--- src/rtl/full_hash_core.sv ---
// rtl/full_hash_core.sv - 32-bit FNV-1a hash core with byte handshake (optional FULL_HASH_FAST_MUL_EN)
`timescale 1ns/1ps

module full_hash_core (
    input  logic        clk,
    input  logic        rst_n,
    input  logic        start,
    input  logic [7:0]  Byte,
    input  logic        End_of_File,
    input  logic        F_dr,
    output logic [0:31] R_h,
    output logic        F_rtr,
    output logic        H_ready
);

    localparam logic [31:0] FNV_OFFSET = 32'h811C9DC5;
    localparam logic [31:0] FNV_PRIME  = 32'h01000193;

    typedef enum logic [1:0] {
        READY = 2'd0,
        MUL   = 2'd1,
        DONE  = 2'd2
    } state_t;

    state_t      state;
    state_t      state_next;
    logic [31:0] h;
    logic        armed;
    logic        capture;
    logic        finish;
    logic        mul_done;
    logic [31:0] h_mixed;

    // End_of_File wins over a byte capture landing in the same cycle
    always_comb begin
        finish  = (state == READY) && End_of_File;
        capture = (state == READY) && armed && !F_dr && !End_of_File;
        h_mixed = h ^ {24'd0, Byte};
    end

`ifdef FULL_HASH_FAST_MUL_EN
    // single-cycle low-word multiply: MUL lasts exactly one cycle
    always_comb begin
        mul_done = 1'b1;
    end
`else
    logic [4:0]  bit_idx;
    logic [31:0] acc;
    logic [31:0] mcand;
    logic [31:0] acc_sum;

    // partial product for the current prime bit; mcand is pre-shifted to that bit weight
    always_comb begin
        acc_sum  = acc + (FNV_PRIME[bit_idx] ? mcand : 32'd0);
        mul_done = (bit_idx == 5'd31);
    end

    // shift-add multiplier walking all 32 bits of the prime, one per MUL cycle
    always_ff @(posedge clk) begin
        if (rst_n) begin
            bit_idx <= 5'd0;
            acc     <= 32'd0;
            mcand   <= 32'd0;
        end else if (capture) begin
            bit_idx <= 5'd0;
            acc     <= 32'd0;
            mcand   <= h_mixed;
        end else if (state == MUL) begin
            bit_idx <= bit_idx + 5'd1;
            acc     <= acc_sum;
            mcand   <= {mcand[30:0], 1'b0};
        end
    end
`endif

    // state register; rst_n is active-high despite its name
    always_ff @(posedge clk) begin
        if (rst_n) begin
            state <= READY;
        end else begin
            state <= state_next;
        end
    end

    // next-state and handshake outputs, decoded from the current state
    always_comb begin
        state_next = state;
        F_rtr      = 1'b0;
        H_ready    = 1'b0;
        case (state)
            READY: begin
                F_rtr = 1'b1;
                if (finish) begin
                    state_next = DONE;
                end else if (capture) begin
                    state_next = MUL;
                end
            end
            MUL: begin
                if (mul_done) begin
                    state_next = READY;
                end
            end
            DONE: begin
                H_ready = 1'b1;
                if (start) begin
                    state_next = READY;
                end
            end
            default: begin
                state_next = READY;
            end
        endcase
    end

    // hash state, arming flag and result register
    always_ff @(posedge clk) begin
        if (rst_n) begin
            h     <= FNV_OFFSET;
            armed <= 1'b0;
            R_h   <= 32'd0;
        end else begin
            case (state)
                READY: begin
                    if (finish) begin
                        R_h   <= h;
                        armed <= 1'b0;
                    end else if (capture) begin
                        h     <= h_mixed;
                        armed <= 1'b0;
                    end else if (F_dr) begin
                        armed <= 1'b1;
                    end
                end
                MUL: begin
`ifdef FULL_HASH_FAST_MUL_EN
                    h <= h * FNV_PRIME;
`else
                    if (mul_done) begin
                        h <= acc_sum;
                    end
`endif
                end
                DONE: begin
                    if (start) begin
                        h     <= FNV_OFFSET;
                        armed <= 1'b0;
                    end
                end
                default: begin
                    armed <= 1'b0;
                end
            endcase
        end
    end

endmodule

--- config.mk ---
export PLATFORM = sky130hd
export DESIGN_NAME = full_hash_core
export DESIGN_NICKNAME = d
export VERILOG_FILES = /design/src/rtl/full_hash_core.sv
export SDC_FILE = /design/constraint.sdc
export NUM_CORES = 1
export LEC_CHECK = 0
export CAP_MARGIN = 40
export CELL_PAD_IN_SITES_DETAIL_PLACEMENT = 1
export CELL_PAD_IN_SITES_GLOBAL_PLACEMENT = 2
export CORE_MARGIN = 4
export CORE_UTILIZATION = 39
export DETAILED_ROUTE_END_ITERATION = 12
export GPL_ROUTABILITY_DRIVEN = 0
export PLACE_DENSITY = 0.81
export SLEW_MARGIN = 40
export SYNTH_ARGS = -nofsm -noshare
export SYNTH_HDL_FRONTEND = slang
export SYNTH_SLANG_ARGS = --single-unit
--- constraint.sdc ---
create_clock -name clk -period 9.9 [get_ports clk]
set_input_delay 1.485 -clock clk [delete_from_list [all_inputs] [get_ports clk]]
set_output_delay 1.485 -clock clk [all_outputs]
set_load 0.01 [all_outputs]
After elaboration in Yosys (flattened, before gate mapping)
Memory sizes are Yosys's and may differ from the RTL's. A register that Yosys moved wholly into a read port is not among the register bits.
Index checks and enable logic that the tools add are counted.
Word-level totals
  RAM bits: 0
  register bits after elaboration: 136
  memory bits (read-only): 32
  bits of input ports: 13
  bits in latches: 0
  output and inout port bits: 34
  memories: 1
  word-level logic and storage cells: 59
Memory list
  (name not given): words 32, bits a word 1, read ports 1, clocked after memory_dff 1, write ports 0, RTL line 54  | acc_sum = acc + (FNV_PRIME[bit_idx] ? mcand : 32'd0);
Operators by class
  div/mod/pow operators: 0
  add/subtract/negate cells: 2
  equal/unequal tests: 9
  reduce and logical (&&, ||, !) cells: 14
  shifts and indexed selects: 0
  multipliers: 0
  bitwise gates (word level): 2
  $lt $le $gt $ge: 1
  muxes and demuxes: 23
Operators by type and width (count)
  $mux 32: 7
  $pmux 32 s3: 1
  $add 32x32->32: 1
  $xor 32x8->32: 1
  $mux 5: 2
  $mux 2: 4
  $ne 2x2->1 const B: 4
  $mux 1: 7
  $lt 5x6->1 const B: 1
  $pmux 2 s3: 1
  $reduce_and 3->1: 2
  $add 5x1->5 const B: 1
  $eq 5x5->1 const B: 1
  $reduce_and 5->1: 1
  $logic_and 1x1->1: 4
  $ne 4x4->1 const B: 1
  $ne 3x3->1 const B: 1
  $pmux 1 s3: 1
  $reduce_bool 3->1: 1
  $eq 2x1->1 const B: 1
  $eq 2x2->1 const B: 1
  $logic_not 1->1: 2
  $logic_not 2->1: 1
  $reduce_and 2->1: 1
  other kinds (3): 3

Longest topological paths before layout
  depth after elaboration: 7
  depth in mapped cells: 13

Least setup slack after synthesis
OpenSTA, ideal clock, no wires.
  kind: reg-to-reg
  start: register (tool-made name)
  end: register h[28]
  period minus slack after synthesis: 3178 ps
  path buffers: 1
  library setup time: 117 ps
  stages on the path, launching flop included: 14
  setup slack: 6722 ps
  data arrival time: 3061 ps
  data required time: 9783 ps
  path through: dfxtp_1 > clkbuf_1 > and2_1 > ha_1 > inv_1 > fa_1 > and2b_1 > o211ai_4 > a2111oi_4 > o31ai_2 > a31o_2 > o41ai_2 > xor2_1 > a22o_2
RTL lines
  to (signal assigned): RTL line 129  | h <= h_mixed;
  to (signal assigned): RTL line 140  | h <= acc_sum;
  to (decl): RTL line 27  | logic [31:0] h;

==> flow_summary.json <==
{
  "status": "finished clean",
  "switching_power_w": 0.000361,
  "initial_core_util_pct": 39.9,
  "cts_hold_buf": 0,
  "antenna_found_initial": 0,
  "vias": 6388,
  "cp.arrival_ns": 4.08,
  "fp.dieH_um": 144,
  "critPathMaxStageDelay_ns": 0.58,
  "synth_nets": 936,
  "ys.flop_type": "dfxtp_1",
  "top_usage_layer": "met2",
  "root_buffer": "clkbuf_16",
  "final-hold-violation-count": 0,
  "grt_pass1_wl_mm": 35.7,
  "clkSinkCount": 137,
  "nets": 956,
  "period_share_pct": 38.1,
  "area_growth_pct": 16.8,
  "synth_warnings": 0,
  "fin_crit_ns": 3.77,
  "cap_violations": 0,
  "fin_tns_setup_ns": 0,
  "ant_nets": 0,
  "vias_per_cell": 5.57,
  "synth_cells": 884,
  "track_usage_pct": 21.7,
  "drc": 0,
  "crit_path_frequent_cell": "inv_1",
  "vdd_drop_max_mv": 0.111,
  "cpMaxStageDelayCell": "buf_4",
  "critPathCaptureType": "flip-flop",
  "clk_pin_slew_ns": 0.06,
  "p_seq_share_pct": 42.5,
  "place_inst": 1114,
  "drt_wl_total_mm": 21.8,
  "skew_ns": 0.0133,
  "synth-edff-count": 0,
  "power_density_nw_per_um2": 163,
  "numCtsBuffers": 17,
  "comb_power_share_pct": 8.8,
  "port_buffers": 46,
  "dr.pass1.iters": 5,
  "relSlewSlack_pct": 50.1,
  "grt_pass1_vias": 6896,
  "holdCritPathClass": "flip-flop to flip-flop",
  "nFillCells": 2133,
  "fmax_mhz": 265,
  "insertion_delay_ns": 0.43,
  "core_um2": 18100,
  "cp_max_fo": 65,
  "setup_viol": 0,
  "antenna_cells": 0,
  "ys_seq_elements": 137,
  "grt_use_met2_pct": 39.2,
  "power_w": 0.00138,
  "grt_overflow_total": 0,
  "ys_types": 62,
  "die_area_um2": 20800,
  "tightest_slew_ns": 0.741,
  "crit_chain": "clkdlybuf4s50_1 -> nor2b_1 -> nand2_2 -> buf_4 -> nand2b_1 -> nor2_1 -> inv_1 -> ha_1 -> inv_1 -> o21ai_0 -> nand2_1 -> a32o_1",
  "grt_max_degree": 85,
  "p_int_w": 0.00102,
  "async_reset_ff_share_pct": 0,
  "ios": 47,
  "clockBufferDepth": 2,
  "fin_cells": 1146,
  "required_ns": 10.21,
  "startpoint_type": "input port",
  "seq_area_frac_synth_pct": 37.8,
  "use_met3_pct": 4.10,
  "cts_tree": "built",
  "synth_area_um2": 7250,
  "initialDrtViolationCount": 303,
  "layout-drive-gt1-share_pct": 6.54,
  "htree_levels": 4,
  "rsz0062_at_grt": "no",
  "swShare_pct": 26.2,
  "p_leak_nw": 3.23,
  "critical_path_class": "input port to flip-flop",
  "use_met1_pct": 25.4,
  "dp_hpwl_mm": 15.2,
  "ctsResizeCount": 0,
  "p_clk_share_pct": 48.7,
  "post_cts_buffers": 0,
  "timing_max_transition_violations_final": 0,
  "wl_per_cell_um": 19.1,
  "num_rows": 49,
  "die_w_um": 144,
  "avgSynthCellArea_um2": 8.20
}
power groups by stage:
stage / combinational (W) / clock [W] / sequential [W]
after CTS: 0.000124 / 0.000687 / 0.000586
after detailed placement: 0.000123 / 0 / 0.000599
after global routing: 0.000135 / 0.000714 / 0.000589
after floorplan: 0.0000719 / 0 / 0.000597
final: 0.000121 / 0.000673 / 0.000586
after global placement: 0.000118 / 0 / 0.000598
layer usage:
metal,wire length [µm],up-vias
li1,-,3138
met1,9670,3125
met2,11100,89
met3,439,36
met4,646,0
met5,0,-
synth_stat cells (all sizes together), types with 4 or more instances:
master | instances | area share (%)
clkbuf | 36 | 2.2
a211oi | 41 | 4.2
nor2 | 92 | 4.8
nand2b | 6 | 0.52
a211o | 5 | 0.60
ha | 38 | 6.6
a31oi | 5 | 0.43
a21oi | 104 | 7.2
buf | 16 | 1.1
o21ai | 28 | 1.9
o21a | 9 | 0.93
a21o | 11 | 1.2
and2 | 34 | 3.0
nor2b | 5 | 0.43
dfxtp | 137 | 38
xnor2 | 17 | 2.1
nand4 | 8 | 0.69
o22ai | 4 | 0.43
a22o | 11 | 1.3
nor3 | 10 | 0.69
inv | 15 | 0.78
xor2 | 19 | 2.3
nand2 | 144 | 7.5
mux2i | 38 | 5.2
nand3 | 12 | 0.83
cell type report:
type | count | area [µm²] | share of cell area [%]
Clock buffer | 17 | 425 | 5.03
Clock inverter | 15 | 189 | 2.23
Inverter | 15 | 56.3 | 0.665
Multi-Input combinational cell | 680 | 4250 | 50.2
Sequential cell | 137 | 2740 | 32.4
Tap cell | 229 | 287 | 3.39
Timing Repair Buffer | 53 | 515 | 6.09
worst paths after layout:
| kind | slack [ns] | startpoint | to | depth (start not counted) |
|---|---|---|---|---|
| setup / recovery | 6.13 | End_of_File | flip-flop | 12 |
| hold / removal | 0.45 | R_h[15] | R_h[15] | 2 |
| hold reg to reg | 0.45 | R_h[15] | R_h[15] | 2 |
| setup reg to reg | 6.30 | flip-flop | acc[31] | 12 |
worst max-delay path, delay by kind of cell:
family                   cells  cell delay, ns
buffers and inverters        4            1.23
AND/OR/NAND/NOR              5            0.66
AO/OA/AOI/OAI                2            0.41
adder cells (fa/ha/maj)      1            0.28
state kept, by name, summed over array words and instances, names as in the netlist, named ones only:
signal and flops:
state 2, h 32, bit_idx 5, armed 1, R_h 32, mcand 32, acc 32
through the flow:
stage | hold slack, ns | setup WS, ns | utilization (%) | cell area (µm²)
after CTS | 0.456 | 6.14 | 46.6 | 8460
final | 0.454 | 6.13 | 46.6 | 8460
after global placement | 0.443 | 5.92 | 43.1 | 7830
after global routing | 0.474 | 5.89 | 46.6 | 8460
after floorplan | 0.445 | 6.72 | - | 7250
after detailed placement | 0.447 | 5.74 | 43.3 | 7850
placed cells by master, fill, tap and decap left out, types with 6 or more instances in the layout:
master           Yosys  final
clkdlybuf4s50_1      0     45
dfxtp_1            137    137
o21a_1               9      9
nand2b_1             6      6
xnor2_1             17     17
inv_1               15     15
nand2_1            144    143
nor3_1              10      8
clkbuf_16            0     17
o21ai_0             28     28
a22o_1              10     10
inv_6                0      6
nor2_1              92     92
a21oi_1            103    102
xor2_1              19     19
and2_1              33     32
mux2i_1             38     38
ha_1                38     37
a211oi_1            41     41
nand3_1             12     12
a21o_1              10     10
nand4_1              8      8
kinds of logic after synthesis:
kind of cell	Yosys count	share of synthesized area, %
and+or+nand+nor	321	19.3
AOI/OAI and AO/OA	245	22.2
DFF	137	37.8
buffers and inverters	67	4.07
muxes	39	5.40
adders and majority gates	39	6.83
xor gates and xnor gates	36	4.35
Note: power is estimated with default switching activity, not from simulation.
